<file path="src/rtl/nes_mem_arbiter.sv">
// CPU/PPU/refresh arbiter in front of the NES SDRAM bridge: one-deep request slots,
// single-issue strobes to the bridge, registered read data with per-client ack pulses.
module nes_mem_arbiter #(
  parameter int unsigned DATA_LATENCY     = 4,
  parameter int unsigned REFRESH_INTERVAL = 1024,
  parameter int unsigned ADDR_WIDTH       = 22
) (
  input  logic                  clk,
  input  logic                  reset,
  input  logic                  cpu_rd,
  input  logic                  cpu_wr,
  input  logic [ADDR_WIDTH-1:0] cpu_addr,
  input  logic [7:0]            cpu_din,
  output logic [7:0]            cpu_dout,
  output logic                  cpu_ack,
  input  logic                  ppu_rd,
  input  logic [ADDR_WIDTH-1:0] ppu_addr,
  output logic [7:0]            ppu_dout,
  output logic                  ppu_ack,
  output logic                  mc_read_a,
  output logic                  mc_read_b,
  output logic                  mc_write,
  output logic                  mc_refresh,
  output logic [ADDR_WIDTH-1:0] mc_addr,
  output logic [7:0]            mc_din,
  input  logic                  mc_busy,
  input  logic [7:0]            mc_dout_a,
  input  logic [7:0]            mc_dout_b,
  output logic [2:0]            overrun
);

  localparam int unsigned CntW = $clog2(DATA_LATENCY + 2) + 1;
  // Count is 1 in the strobe cycle, so read data is valid when it reaches DATA_LATENCY+1.
  localparam logic [CntW-1:0] SampleCnt = CntW'(DATA_LATENCY + 1);
  localparam logic [15:0]     RefLast   = 16'(REFRESH_INTERVAL - 1);

  localparam logic [1:0] StIdle  = 2'd0;
  localparam logic [1:0] StWait  = 2'd1;
  localparam logic [1:0] StDrain = 2'd2;

  localparam logic [1:0] KindRef   = 2'd0;
  localparam logic [1:0] KindCpuRd = 2'd1;
  localparam logic [1:0] KindCpuWr = 2'd2;
  localparam logic [1:0] KindPpuRd = 2'd3;

  logic [1:0]            state_q;
  logic [CntW-1:0]       wait_cnt_q;
  logic [1:0]            kind_q;
  logic                  last_ppu_q;

  logic                  cpu_pend_q;
  logic                  cpu_is_wr_q;
  logic [ADDR_WIDTH-1:0] cpu_addr_q;
  logic [7:0]            cpu_din_q;
  logic                  ppu_pend_q;
  logic [ADDR_WIDTH-1:0] ppu_addr_q;
  logic                  ref_pend_q;
  logic [15:0]           ref_cnt_q;

  logic                  read_a_q;
  logic                  read_b_q;
  logic                  write_q;
  logic                  refresh_q;
  logic [ADDR_WIDTH-1:0] mc_addr_q;
  logic [7:0]            mc_din_q;
  logic [7:0]            cpu_dout_q;
  logic [7:0]            ppu_dout_q;
  logic                  cpu_ack_q;
  logic                  ppu_ack_q;
  logic [2:0]            overrun_q;

  logic any_pend;
  logic grant_any;
  logic grant_ref;
  logic grant_cpu;
  logic grant_ppu;
  logic ref_wrap;
  logic cpu_req;
  logic sample;

  always_comb begin
    any_pend  = ref_pend_q | cpu_pend_q | ppu_pend_q;
    grant_any = (state_q == StIdle) && !mc_busy && any_pend;
    grant_ref = grant_any && ref_pend_q;
    // Round-robin: with both clients pending, the one not granted last wins.
    grant_cpu = grant_any && !ref_pend_q && cpu_pend_q && (!ppu_pend_q || last_ppu_q);
    grant_ppu = grant_any && !ref_pend_q && !grant_cpu && ppu_pend_q;
    ref_wrap  = (ref_cnt_q == RefLast);
    cpu_req   = cpu_rd | cpu_wr;
    sample    = (state_q == StWait) && (wait_cnt_q == SampleCnt);
  end

  always_ff @(posedge clk) begin
    if (reset) begin
      ref_cnt_q  <= '0;
      ref_pend_q <= 1'b0;
    end else begin
      ref_cnt_q  <= ref_wrap ? '0 : ref_cnt_q + 16'd1;
      ref_pend_q <= ref_wrap | (ref_pend_q & ~grant_ref);
    end
  end

  // A grant reads the old slot contents; a same-cycle request refills the slot.
  always_ff @(posedge clk) begin
    if (reset) begin
      cpu_pend_q  <= 1'b0;
      cpu_is_wr_q <= 1'b0;
      cpu_addr_q  <= '0;
      cpu_din_q   <= '0;
      ppu_pend_q  <= 1'b0;
      ppu_addr_q  <= '0;
    end else begin
      if (cpu_req) begin
        cpu_pend_q  <= 1'b1;
        cpu_is_wr_q <= cpu_wr;
        cpu_addr_q  <= cpu_addr;
        cpu_din_q   <= cpu_din;
      end else if (grant_cpu) begin
        cpu_pend_q <= 1'b0;
      end
      if (ppu_rd) begin
        ppu_pend_q <= 1'b1;
        ppu_addr_q <= ppu_addr;
      end else if (grant_ppu) begin
        ppu_pend_q <= 1'b0;
      end
    end
  end

  always_ff @(posedge clk) begin
    if (reset) begin
      overrun_q <= '0;
    end else begin
      overrun_q <= overrun_q | {ref_wrap & ref_pend_q & ~grant_ref,
                                ppu_rd & ppu_pend_q & ~grant_ppu,
                                cpu_req & cpu_pend_q & ~grant_cpu};
    end
  end

  always_ff @(posedge clk) begin
    if (reset) begin
      read_a_q   <= 1'b0;
      read_b_q   <= 1'b0;
      write_q    <= 1'b0;
      refresh_q  <= 1'b0;
      mc_addr_q  <= '0;
      mc_din_q   <= '0;
      kind_q     <= KindRef;
      last_ppu_q <= 1'b1;
    end else begin
      read_a_q  <= grant_cpu & ~cpu_is_wr_q;
      read_b_q  <= grant_ppu;
      write_q   <= grant_cpu & cpu_is_wr_q;
      refresh_q <= grant_ref;
      if (grant_ref) begin
        mc_addr_q <= '0;
        kind_q    <= KindRef;
      end else if (grant_cpu) begin
        mc_addr_q  <= cpu_addr_q;
        mc_din_q   <= cpu_din_q;
        kind_q     <= cpu_is_wr_q ? KindCpuWr : KindCpuRd;
        last_ppu_q <= 1'b0;
      end else if (grant_ppu) begin
        mc_addr_q  <= ppu_addr_q;
        kind_q     <= KindPpuRd;
        last_ppu_q <= 1'b1;
      end
    end
  end

  always_ff @(posedge clk) begin
    if (reset) begin
      state_q    <= StIdle;
      wait_cnt_q <= '0;
    end else begin
      case (state_q)
        StIdle: begin
          if (grant_any) begin
            state_q    <= StWait;
            wait_cnt_q <= CntW'(1);
          end
        end
        StWait: begin
          wait_cnt_q <= wait_cnt_q + CntW'(1);
          if (sample) state_q <= StDrain;
        end
        StDrain: begin
          if (!mc_busy) state_q <= StIdle;
        end
        default: state_q <= StIdle;
      endcase
    end
  end

  always_ff @(posedge clk) begin
    if (reset) begin
      cpu_dout_q <= '0;
      ppu_dout_q <= '0;
      cpu_ack_q  <= 1'b0;
      ppu_ack_q  <= 1'b0;
    end else begin
      cpu_ack_q <= 1'b0;
      ppu_ack_q <= 1'b0;
      if (sample) begin
        case (kind_q)
          KindCpuRd: begin
            cpu_dout_q <= mc_dout_a;
            cpu_ack_q  <= 1'b1;
          end
          KindCpuWr: cpu_ack_q <= 1'b1;
          KindPpuRd: begin
            ppu_dout_q <= mc_dout_b;
            ppu_ack_q  <= 1'b1;
          end
          default: ;
        endcase
      end
    end
  end

  assign mc_read_a  = read_a_q;
  assign mc_read_b  = read_b_q;
  assign mc_write   = write_q;
  assign mc_refresh = refresh_q;
  assign mc_addr    = mc_addr_q;
  assign mc_din     = mc_din_q;
  assign cpu_dout   = cpu_dout_q;
  assign ppu_dout   = ppu_dout_q;
  assign cpu_ack    = cpu_ack_q;
  assign ppu_ack    = ppu_ack_q;
  assign overrun    = overrun_q;

endmodule

</file>
<file path="config.mk">
export PLATFORM = sky130hd
export DESIGN_NAME = nes_mem_arbiter
export DESIGN_NICKNAME = d
export VERILOG_FILES = /design/src/rtl/nes_mem_arbiter.sv
export SDC_FILE = /design/constraint.sdc
export NUM_CORES = 1
export LEC_CHECK = 0
export ABC_CLOCK_PERIOD_IN_PS = 2800
export BUFFER_PORTS_ARGS = -buffer_cell sky130_fd_sc_hd__buf_2
export CAP_MARGIN = 0
export CELL_PAD_IN_SITES_DETAIL_PLACEMENT = 1
export CELL_PAD_IN_SITES_GLOBAL_PLACEMENT = 1
export CORE_UTILIZATION = 43
export DETAILED_ROUTE_END_ITERATION = 7
export GPL_ROUTABILITY_DRIVEN = 0
export PLACE_DENSITY = 0.88
export SLEW_MARGIN = 20
export SYNTH_ARGS = -nofsm -noshare
export SYNTH_HDL_FRONTEND = slang
export SYNTH_SLANG_ARGS = --single-unit
</file>
<file path="constraint.sdc">
create_clock -name clk -period 2.8 [get_ports clk]
set_clock_uncertainty 0.15 [all_clocks]
set_input_delay 0.14 -clock clk [delete_from_list [all_inputs] [get_ports clk]]
set_output_delay 0.14 -clock clk [all_outputs]
set_load 0.02 [all_outputs]
</file>
==> impl_metrics.json <==
{
  "outcome": "completed",
  "fmax_mhz": 472,
  "vias_per_cell": 5.41,
  "power.total_mw": 5.08,
  "fin_nets": 828,
  "routed_wl_mm": 18.9,
  "dp_hpwl_mm": 9.23,
  "reg2reg_depth": 4,
  "die_w_um": 113,
  "syn_area_um2": 5270,
  "switching_share": 0.258,
  "clockBufferDepth": 2,
  "hold-path-cell-count": 2,
  "synthesis.nets": 641,
  "p_leak_nw": 3.26,
  "initial_core_util": 0.441,
  "period_minus_slack_ns": 2.12,
  "antenna_found_initial": 0,
  "pwr-share-clk": 0.473,
  "cts.sinks": 136,
  "max_slew_margin": 0.289,
  "power_frac_comb": 0.113,
  "crit_type": "register to register",
  "wl_per_cell_um": 20.8,
  "yosys_warnings": 0,
  "ant_nets": 0,
  "cp_max_fo": 13,
  "startpoint_type": "register",
  "layoutNonFillerInstCount": 909,
  "remaining_drc_errors": 0,
  "slew_viol_final": 0,
  "intPower_mw": 3.76,
  "power_density_nw_per_um2": 695,
  "postSynthCellCount": 562,
  "seqPwrFrac": 0.414,
  "drv_cap": 0,
  "yosys.cell_types.count": 44,
  "rows": 40,
  "hold_viol": 0,
  "worstPathRequired_ns": 2.95,
  "dr.pass1.iters": 4,
  "min_path_type": "primary input to register",
  "dieArea_um2": 12700,
  "grt.total_usage": 0.310,
  "die_h_um": 113,
  "clockRootBuffer": "clkbuf_16",
  "grt_pass1_vias": 5608,
  "rsz0062_at_grt": "false",
  "grt_max_degree": 60,
  "setup-tns-final_ns": 0,
  "htree_levels": 4,
  "vias": 4921,
  "clk_pin_slew_worst_paths_ns": 0.06,
  "p_sw_mw": 1.31,
  "diodes": 0,
  "core_area_um2": 12000,
  "synth-seq-cells": 136,
  "cts-buffers-inserted": 17,
  "cts_tree": "done",
  "fin_util": 0.610,
  "grt_overflow_total": 0,
  "cp.arrival_ns": 2.26,
  "synth_area_per_cell_um2": 9.38,
  "peakVddDrop_mv": 0.443,
  "grt_pass1_wl_mm": 30.0,
  "drive_gt1_frac": 0.252,
  "yosysSeqAreaShare": 0.517,
  "io_pins": 129,
  "worstSetupEndpointType": "register",
  "post-route-period-util": 0.757,
  "syn2layout_area_growth_pct": 38.5,
  "setup_violations": 0,
  "dp_cells": 806,
  "worst_pin_slew_ns": 1.07,
  "dr.first_iter.drc_count": 366,
  "numPortBuffers": 128,
  "clk_latency_ns": 0.43
}
## synthesized netlist by cell type, drive strengths merged
library cell  count  area share
a41oi             1      0.0017
o21a              1      0.0014
a21oi            46       0.044
a22oi             1      0.0014
and3b             1      0.0017
xor2              2      0.0033
o31ai             1      0.0014
a311oi            1      0.0028
nor3b             1      0.0014
inv               8      0.0057
o2111ai           1      0.0017
nand2b            4      0.0047
nor2b             1      0.0012
ha                5       0.012
or4               1      0.0014
or2               2      0.0024
nor4              5      0.0059
or3               1      0.0021
a21o              4      0.0059
clkbuf           20       0.014
nor2             94       0.068
buf              17       0.023
nand3            16       0.015
nand4             4      0.0059
o21ai             3      0.0028
dfxtp           136        0.52
nand2            75       0.053
a31oi             2      0.0024
mux2i            60        0.11
and2              1      0.0012
nor3             10       0.013
nand3b            1      0.0014
a211oi           24       0.047
xnor2            12       0.020
## worst paths after layout
kind / start / endpoint / slack, ns
worst max-delay path: state_q[1] / overrun[0] / 0.68
worst min-delay path: reset / ppu_dout[0] / 0.04
worst max register to register: state_q[1] / overrun[0] / 0.68
worst min register to register: mc_din[1] / mc_din[1] / 0.32
## power by group through the flow
stage	combinational, mW	clock (mW)	sequential, mW
after global placement	0.438	0	2.12
after global routing	0.612	2.52	2.11
final	0.573	2.40	2.10
after floorplan	0.272	0	2.16
after CTS	0.548	2.40	2.09
after detailed placement	0.459	0	2.13
## repair_timing
item | in CTS | in global routing
endpoints found under the hold margin | 71 | 0
gates resized for setup | 0 | 0
setup endpoints to repair | 0 | 0
setup buffers | 0 | 0
hold buffers | 71 | 0
## logic make-up (layout without fill, tap and decap cells)
logic type | Yosys count | in the layout | share of synthesized area
simple gates | 217 | 217 | 0.179
flops | 136 | 136 | 0.517
compound gates | 85 | 85 | 0.113
mux | 60 | 60 | 0.114
buf+inv | 45 | 245 | 0.0430
xor+xnor | 14 | 14 | 0.0233
fa+ha+maj | 5 | 5 | 0.0119
## through the flow
stage | hold slack, ns | setup WS [ns] | cell area (um2)
6_report | 0.0389 | 0.680 | 7300
5_1_grt | 0.0608 | 0.569 | 7300
4_1_cts | 0.0387 | 0.703 | 7300
3_5_place_dp | 0.230 | 0.789 | 5960
3_3_place_gp | 0.219 | 0.913 | 5960
2_1_floorplan | 0.107 | 1.12 | 5270
## cell type report
class                      count  area, um2
clock buffer                  17        425
clock inverter                15        201
fill                        1321       4660
inverter                       8       30.0
multi-input combinational    381       2320
sequential                   136       2720
tap                          147        184
timing repair buffer         205       1410
## layout by cell type (no fill, tap or decap), types with 8 or more instances in the layout
master and instances:
nand2_1 75, nand3_1 16, a211oi_1 10, clkbuf_16 17, a21oi_1 46, buf_2 127
nor2_1 91, xnor2_1 12, nor3_1 8, mux2i_1 60, inv_1 8, dlygate4sd3_1 71
a211oi_2 14, dfxtp_1 136
## worst max-delay path: stages, from the launching register on
cell	delay, ns
dfxtp_1	0.35
nor3_1	0.45
o2111ai_1	0.63
a31oi_1	0.36
nor2_1	0.05
## registers in the layout, indices dropped and copies added, names as in the netlist, 3 cells and up
signal and count:
cpu_addr_q 22, mc_addr 22, ppu_addr_q 22, ref_cnt_q 16, cpu_din_q 8, cpu_dout 8
mc_din 8, ppu_dout 8, wait_cnt_q 4, overrun 3
## layer usage
layer,vias to the layer above,part of all wire,track usage
li1,2277,-,-
met1,2414,0.40,0.347
met2,178,0.52,0.570
met3,52,0.044,0.0643
met4,0,0.029,0.128
met5,-,0,0
No activity file was read; power rests on OpenSTA's default activity.
